==> config.mk <==
export PLATFORM = sky130hd
export DESIGN_NAME = ghost_move_sel
export DESIGN_NICKNAME = d
export VERILOG_FILES = /design/src/rtl/ghost_move_sel.sv
export SDC_FILE = /design/constraint.sdc
export NUM_CORES = 1
export LEC_CHECK = 0
export CORE_ASPECT_RATIO = 0.8
export CORE_UTILIZATION = 55
export DETAILED_ROUTE_END_ITERATION = 6
export GPL_TIMING_DRIVEN = 0
export HOLD_SLACK_MARGIN = 0.05
export PLACE_DENSITY = 0.91
export SLEW_MARGIN = 15
export SYNTH_ARGS = -nofsm -noshare
export SYNTH_HDL_FRONTEND = slang
export SYNTH_SLANG_ARGS = --single-unit
export TNS_END_PERCENT = 100
==> constraint.sdc <==
create_clock -name CLOCK_50 -period 4.31 [get_ports CLOCK_50]
set_input_delay 0.862 -clock CLOCK_50 [delete_from_list [all_inputs] [get_ports CLOCK_50]]
set_output_delay 0.862 -clock CLOCK_50 [all_outputs]
set_load 0.03 [all_outputs]
==> src/rtl/ghost_move_sel.sv <==
// Picks a ghost's next grid step: reads the four orthogonal map neighbours
// and returns the reachable one with the smallest distance to pacman.
module ghost_move_sel #(
  parameter int RD_LAT = 2
) (
  input  logic       CLOCK_50,
  input  logic       reset,
  input  logic       map_ready,
  input  logic       start,
  input  logic [5:0] ghost_x,
  input  logic [4:0] ghost_y,
  input  logic [7:0] data,
  output logic [5:0] rdaddr_x,
  output logic [4:0] rdaddr_y,
  output logic [5:0] next_x,
  output logic [4:0] next_y,
  output logic       busy,
  output logic       done
);

  typedef enum logic [2:0] {S_IDLE, S_ISSUE, S_WAIT, S_EVAL, S_DONE} state_t;

  localparam logic [1:0] WAIT_LAST = (RD_LAT >= 2) ? 2'(RD_LAT - 2) : 2'd0;
  localparam logic [7:0] SEED_VAL  = 8'd253;

  state_t     r_state, w_next;
  logic [5:0] r_gx, r_bx, r_rdx, r_nx;
  logic [4:0] r_gy, r_by, r_rdy, r_ny;
  logic [7:0] r_best;
  logic [1:0] r_dir, r_wcnt;
  logic       r_busy, r_done;

  logic [6:0] w_cx, w_cy;
  logic       w_oob, w_accept;

  assign w_accept = start && map_ready;

  // Candidate for the current direction, widened so that 0-1 lands far out of range.
  always_comb begin
    w_cx = {1'b0, r_gx};
    w_cy = {2'b0, r_gy};
    case (r_dir)
      2'd0:    w_cy = {2'b0, r_gy} - 7'd1;
      2'd1:    w_cx = {1'b0, r_gx} - 7'd1;
      2'd2:    w_cy = {2'b0, r_gy} + 7'd1;
      default: w_cx = {1'b0, r_gx} + 7'd1;
    endcase
    w_oob = (w_cx > 7'd39) || (w_cy > 7'd29);
  end

  always_ff @(posedge CLOCK_50) begin
    if (reset) r_state <= S_IDLE;
    else       r_state <= w_next;
  end

  always_comb begin
    w_next = r_state;
    case (r_state)
      S_IDLE:  if (w_accept) w_next = S_ISSUE;
      S_ISSUE: w_next = (RD_LAT == 1) ? S_EVAL : S_WAIT;
      S_WAIT:  if (r_wcnt == WAIT_LAST) w_next = S_EVAL;
      S_EVAL:  w_next = (r_dir == 2'd3) ? S_DONE : S_ISSUE;
      S_DONE:  w_next = S_IDLE;
      default: w_next = S_IDLE;
    endcase
  end

  always_ff @(posedge CLOCK_50) begin
    if (reset) begin
      r_gx   <= '0;
      r_gy   <= '0;
      r_bx   <= '0;
      r_by   <= '0;
      r_rdx  <= '0;
      r_rdy  <= '0;
      r_nx   <= '0;
      r_ny   <= '0;
      r_best <= '0;
      r_dir  <= '0;
      r_wcnt <= '0;
      r_busy <= 1'b0;
      r_done <= 1'b0;
    end else begin
      r_done <= 1'b0;
      // Cleared before the case so a back-to-back accept can set it again.
      if (r_done) r_busy <= 1'b0;
      case (r_state)
        S_IDLE: begin
          if (w_accept) begin
            r_gx   <= ghost_x;
            r_gy   <= ghost_y;
            r_bx   <= ghost_x;
            r_by   <= ghost_y;
            r_best <= SEED_VAL;
            r_dir  <= 2'd0;
            r_busy <= 1'b1;
          end
        end
        S_ISSUE: begin
          r_wcnt <= '0;
          if (!w_oob) begin
            r_rdx <= w_cx[5:0];
            r_rdy <= w_cy[4:0];
          end
        end
        S_WAIT: r_wcnt <= r_wcnt + 2'd1;
        S_EVAL: begin
          // Seed of 253 rejects walls, ghosts and reversal; strict < keeps the earlier tie.
          if (!w_oob && (data < r_best)) begin
            r_best <= data;
            r_bx   <= w_cx[5:0];
            r_by   <= w_cy[4:0];
          end
          r_dir <= r_dir + 2'd1;
        end
        S_DONE: begin
          r_nx   <= r_bx;
          r_ny   <= r_by;
          r_done <= 1'b1;
        end
        default: ;
      endcase
    end
  end

  assign rdaddr_x = r_rdx;
  assign rdaddr_y = r_rdy;
  assign next_x   = r_nx;
  assign next_y   = r_ny;
  assign busy     = r_busy;
  assign done     = r_done;

endmodule
-- Word level (Yosys, flattened, before mapping)
Cells that the tools add are included.
- add/sub/neg operators: 6
- order comparisons: 3
- eq/ne operators: 10
- mux-type cells: 22
- bitwise gates (word level): 1
- reduce and logical (&&, ||, !) cells: 15
- operators with widths (cell ; number):
    one-hot mux 7 bit (2 select lines) ; 2
    2-to-1 mux 8 bit ; 2
    one-hot mux 8 bit (2 select lines) ; 1
    2-to-1 mux 6 bit ; 2
    one-hot mux 3 bit (4 select lines) ; 1
    one-hot mux 6 bit (2 select lines) ; 1
    2-to-1 mux 5 bit ; 2
    one-hot mux 5 bit (2 select lines) ; 1
    2-to-1 mux 3 bit ; 3
    less-than comparator 8 bit ; 1
    one-hot mux 2 bit (2 select lines) ; 2
    AND reduction 2 bit ; 4
    adder 6 x 1 -> 7 bit (second input constant) ; 1
    greater-than comparator 7 x 5 -> 1 bit (second input constant) ; 1
    greater-than comparator 7 x 6 -> 1 bit (second input constant) ; 1
    subtractor 6 x 1 -> 7 bit (second input constant) ; 1
    adder 5 x 1 -> 6 bit (second input constant) ; 1
    == test 3 x 2 -> 1 bit (second input constant) ; 2
    != test 2 bit (second input constant) ; 3
    subtractor 5 x 1 -> 6 bit (second input constant) ; 1
    adder 2 x 1 -> 2 bit (second input constant) ; 2
    == test 2 bit (second input constant) ; 2
    logical NOT 2 bit ; 2
    2-to-1 mux 1 bit ; 4
    12 further kinds ; 14
- flip-flop bits (word level): 61
- bits of input ports: 23
- output and inout port bits: 24
- logic and storage cells: 71

-- Depth between registers and ports, before layout
- word-level depth: 9
- gate-level depth with buffers: 14
- depth with buffers taken out: 12

-- Worst setup path after synthesis
Ideal clock, no wire load.
- path type: reg-to-reg
- from: register r_dir[1]
- to: register r_rdx[1], in the netlist rdaddr_x[1]
- library setup time: 0.121 ns
- arrival: 2.999 ns
- required time: 4.189 ns
- setup slack: 1.190 ns
- cell stages (with the launch flop): 15
- buffers on the path: 2
- clock period less this slack: 3.120 ns
- cells stage by stage: dfxtp_1 -> inv_1 -> ha_1 -> buf_4 -> xor2_1 -> ha_1 -> or3_1 -> a21oi_1 -> o31ai_1 -> a221oi_1 -> o21a_2 -> a21boi_4 -> nand4_2 -> buf_6 -> mux2_4
- longest elaborated chain between the ends: 7
- elaborated cells on any way between the ends: 11
- those cells by class: order compare (2); eq/ne (2); mux (2); bitwise (1); reduce/logical (4)
- ends and longest elaborated chain (item ; RTL line ; RTL):
    from (decl) ; 30 ; logic [1:0] r_dir, r_wcnt;
    from (signal assigned) ; 114 ; r_dir <= r_dir + 2'd1;
    == test 2 bit or logical NOT 2 bit (tied branches) ; 42 ; case (r_dir)
    OR reduction 2 bit (no line) ; - ;
    one-hot mux 7 bit (2 select lines) ; 42 ;
    greater-than comparator 7 x 6 -> 1 bit ; 48 ; w_oob = (w_cx > 7'd39) || (w_cy > 7'd29);
    logical OR 1 bit ; 48 ;
    NOT 1 bit (no line) ; - ;
    AND reduction 2 bit (no line) ; - ;
    to (signal assigned) ; 102 ; r_rdx <= w_cx[5:0];
    to (decl) ; 27 ; logic [5:0] r_gx, r_bx, r_rdx, r_nx;
Parallel ways exist; a longest one is shown, timed or not.
A chain may end at the register's enable or synchronous reset.

-- Worst setup path after layout
- from: register r_dir[1]
- to: register r_by[1]
- longest elaborated chain between the ends: 9
- elaborated cells on any way between the ends: 15
- those cells by class: order compare (2); eq/ne (3); mux (4); reduce/logical (6)
- ends and longest elaborated chain (item ; RTL line ; RTL):
    == test 2 bit or logical NOT 2 bit (tied branches) ; 42 ;
    OR reduction 2 bit (no line) ; - ;
    one-hot mux 7 bit (2 select lines) ; 42 ;
    greater-than comparator 7 x 6 -> 1 bit ; 48 ;
    logical OR 1 bit ; 48 ;
    logical NOT 1 bit ; 109 ; if (!w_oob && (data < r_best)) begin
    logical AND 1 bit ; 109 ;
    != test 2 bit (no line) ; - ;
    AND reduction 3 bit (no line) ; - ;
    to (signal assigned) ; 93 ; r_by <= ghost_y;
    to (signal assigned) ; 112 ; r_by <= w_cy[4:0];
    to (decl) ; 28 ; logic [4:0] r_gy, r_by, r_rdy, r_ny;
Parallel ways exist; a longest one is shown, timed or not. The select of a mux whose other input is x is not followed.

==> impl_metrics.py <==
metrics = {
    "final_layout": {
        "fillers": 470,
        "layout.nets": 546,
        "area_delta_synth_final_pct": 21.12,
        "layout-drive-gt1-share_pct": 8.415,
        "fin_util_pct": 71.18,
        "multiInputGateArea_um2": 2131,
        "final_cells": 592,
        "fin_area_um2": 4342,
        "insertedDiodeCount": 0,
        "regArea_um2": 1221,
    },
    "critical_path": {
        "crit_fanout": 10,
        "rr_worst_depth": 14,
        "crit_slowest_cell": "dfxtp_1",
        "start_kind": "flop",
        "critical-path-top-delay-family": "compound AO/OA/AOI/OAI gates",
        "r2r_slack_ps": 610,
        "cp_num_buf_inv": 3,
        "cp_cell_sequence": "inv_1, ha_1, buf_4, xor2_1, ha_1, or3_1, a21oi_1, o31ai_1, a221oi_1, o21a_2, a21bo_2, nor2_1, buf_2, o21ai_0",
        "cpMostUsedCell": "ha_1",
        "crit_type": "reg -> reg",
        "reg2reg_from": "r_dir[1]",
        "cp.required_ps": 4540,
        "setup.worst_path.end_class": "flop",
        "r2r_end": "r_by[1]",
        "cp.arrival_ps": 3930,
        "slowest_delay_ps": 370,
        "critPathLaunch": "r_dir[1]",
    },
    "global_routing": {
        "gr-total-overflow": 0,
        "grt_first_pass_wirelength_um": 16400,
        "grt_pass1_vias": 3442,
        "grt_util_all_layers_pct": 31.24,
        "grt_max_degree": 11,
        "antenna_found_initial": 0,
    },
    "status": {
        "status": "completed",
    },
    "synthesis": {
        "synthXorXnorAreaFrac_pct": 2.443,
        "ys_seq_area_share_pct": 34.07,
        "synth_mux_area_share_pct": 4.538,
        "synth_area_per_cell_um2": 7.948,
        "ys_top_cells_by_area": "dfxtp_1, nand2_1, ha_1",
        "synth_area_leader_cell": "dfxtp_1",
        "yosys-top-cells-count": "nand2_1, dfxtp_1, a21oi_1, nor2_1, clkbuf_1",
        "yosys.area_share.simple_pct": 23.94,
        "synth_nets": 490,
        "synth_seq_cells": 61,
        "synth.top_cell.area_share_pct": 34.07,
        "netlist_area_um2": 3585,
        "synth.most_common_cell": "nand2_1",
        "syn_inst": 451,
        "synth_adder_area_share_pct": 5.585,
        "synth-edff-count": 0,
        "ys.flop_type": "dfxtp_1",
        "synth-async-reset-ratio_pct": 0,
        "synth_top_family_by_area": "simple AND/OR/NAND/NOR gates",
        "synth-compound-area-share_pct": 22.76,
        "ys_warn_count": 0,
        "synth_cell_type_count": 60,
    },
    "timing": {
        "finalSetupViolations": 0,
        "period_share_pct": 85.89,
        "max_freq_mhz": 270.1,
        "worst_pin_slew_ps": 910.8,
        "skew_ps": 10.53,
        "hold_viol_final": 0,
        "finalMaxSlewViolations": 0,
        "hold_ws_ps": 459.6,
        "setup_tns_ps": 0,
        "period_minus_slack_ps": 3702,
        "setup_ws_ps": 608.3,
        "max-slew-margin-rel_pct": 38.78,
        "rsz0062_at_grt": "no",
    },
    "route": {
        "first_pass_iters": 5,
        "avgRoutedWirePerCell_um": 16.96,
        "drt_iter0_drc": 345,
        "drt-vias-per-instance": 6.280,
        "drc": 0,
        "ant_nets": 0,
        "vias": 3718,
        "drt_wl_total_um": 10040,
    },
    "clock_tree": {
        "cts_tree": "done",
        "clk-insertion-delay-late_ps": 360,
        "ctsHoldBuffers": 0,
        "cts_root_buffer": "clkbuf_8",
        "cts_resized": 0,
        "htree_levels": 3,
        "postCtsSetupRepairBufs": 0,
        "cts_buffers": 9,
        "cts_buffer_depth": 2,
        "cts_sinks": 61,
        "clk_pin_slew_ps": 70,
    },
    "floorplanning": {
        "rows": 25,
        "dieHeight_um": 74.21,
        "coreArea_um2": 6100,
        "start_util_pct": 58.77,
        "die_w_um": 92.26,
        "io_pins": 47,
        "die_area_um2": 6847,
    },
    "place": {
        "place_inst": 577,
        "dpl_cell_area_um2": 4143,
        "io_buffers": 45,
        "place_hpwl_um": 7260,
        "gp_congestion": 0.9007,
        "dp_slack_ps": 739.4,
    },
    "hold_path": {
        "hp-start": "next_x[5]",
        "holdPathStages": 2,
        "hold_path.class": "reg -> reg",
        "holdPathEnd": "next_x[5]",
    },
    "pwr": {
        "vdd_drop_max_uv": 284.5,
        "power.total_mw": 1.562,
        "power-per-cell-area_nw_per_um2": 359.9,
        "leakagePower_nw": 1.559,
    },
    "run": {
        "drv_cap": 0,
    },
}
[worst max path at each step]
stage	slack (ps)	cells past startpoint	to
global placement	810	14	r_bx[1]
detailed placement	740	14	r_bx[4]
finish	610	14	r_by[1]
global route	420	14	r_by[1]
floorplan	1190	14	rdaddr_x[1]
CTS	720	14	r_bx[2]
[logic make-up (layout without fill, tap and decap cells)]
logic type / after synthesis / after routing
buffers and inverters: 56 / 116
and+or+nand+nor: 174 / 174
xor gates and xnor gates: 10 / 10
AOI/OAI and AO/OA: 121 / 121
adders and majority gates: 16 / 16
muxes: 13 / 13
DFF: 61 / 61
[report_power, final]
group          internal [mW]  switching [mW]
clock                  0.293           0.231
combinational          0.157           0.250
sequential             0.606          0.0264
[worst min-delay path, delay by kind of cell, from the launching register on]
kind / cells / cell delay (ps)
AOI/OAI and AO/OA: 1 / 50
DFF: 1 / 310
and+or+nand+nor: 1 / 50
[layout make-up]
type,instances,share of cell area (%)
inverter,19,1.643
clock buffer,11,3.487
sequential,61,28.13
clock inverter,4,1.095
multi-input combinational,334,49.08
buffer,37,3.862
timing repair buffer,45,10.37
tap,81,2.334
[layer usage]
metal	vias up	global-route usage [%]	share of wire, %
met5	-	0	0
met4	0	12.33	3.0
met3	37	8.384	8.6
met2	216	52.90	46
met1	1741	38.53	42
li1	1724	-	-
[placed cells by master (no fill, tap or decap), types with 8 or more instances in the layout]
| cell type | synthesis | routed |
|---|---|---|
| dfxtp_1 | 61 | 61 |
| ha_1 | 16 | 16 |
| clkbuf_1 | 24 | 24 |
| nor2b_1 | 10 | 10 |
| nand3b_1 | 8 | 8 |
| a21oi_1 | 35 | 35 |
| a31oi_1 | 9 | 9 |
| nand2b_1 | 14 | 14 |
| a211oi_1 | 10 | 10 |
| o31ai_1 | 9 | 9 |
| clkbuf_8 | 0 | 11 |
| nor3_1 | 13 | 13 |
| nand2_1 | 68 | 68 |
| buf_2 | 8 | 8 |
| nor2_1 | 30 | 30 |
| o21ai_0 | 18 | 18 |
| inv_1 | 18 | 18 |
| clkdlybuf4s50_1 | 0 | 45 |
[state kept, by name (all words and copies together), names as in the netlist]
name,flops
done,1
r_best,8
rdaddr_y,5
next_x,6
r_bx,6
rdaddr_x,6
busy,1
r_wcnt,2
r_gx,6
next_y,5
r_dir,2
r_state,3
r_gy,5
r_by,5
No activity file was read; power rests on OpenSTA's default activity.
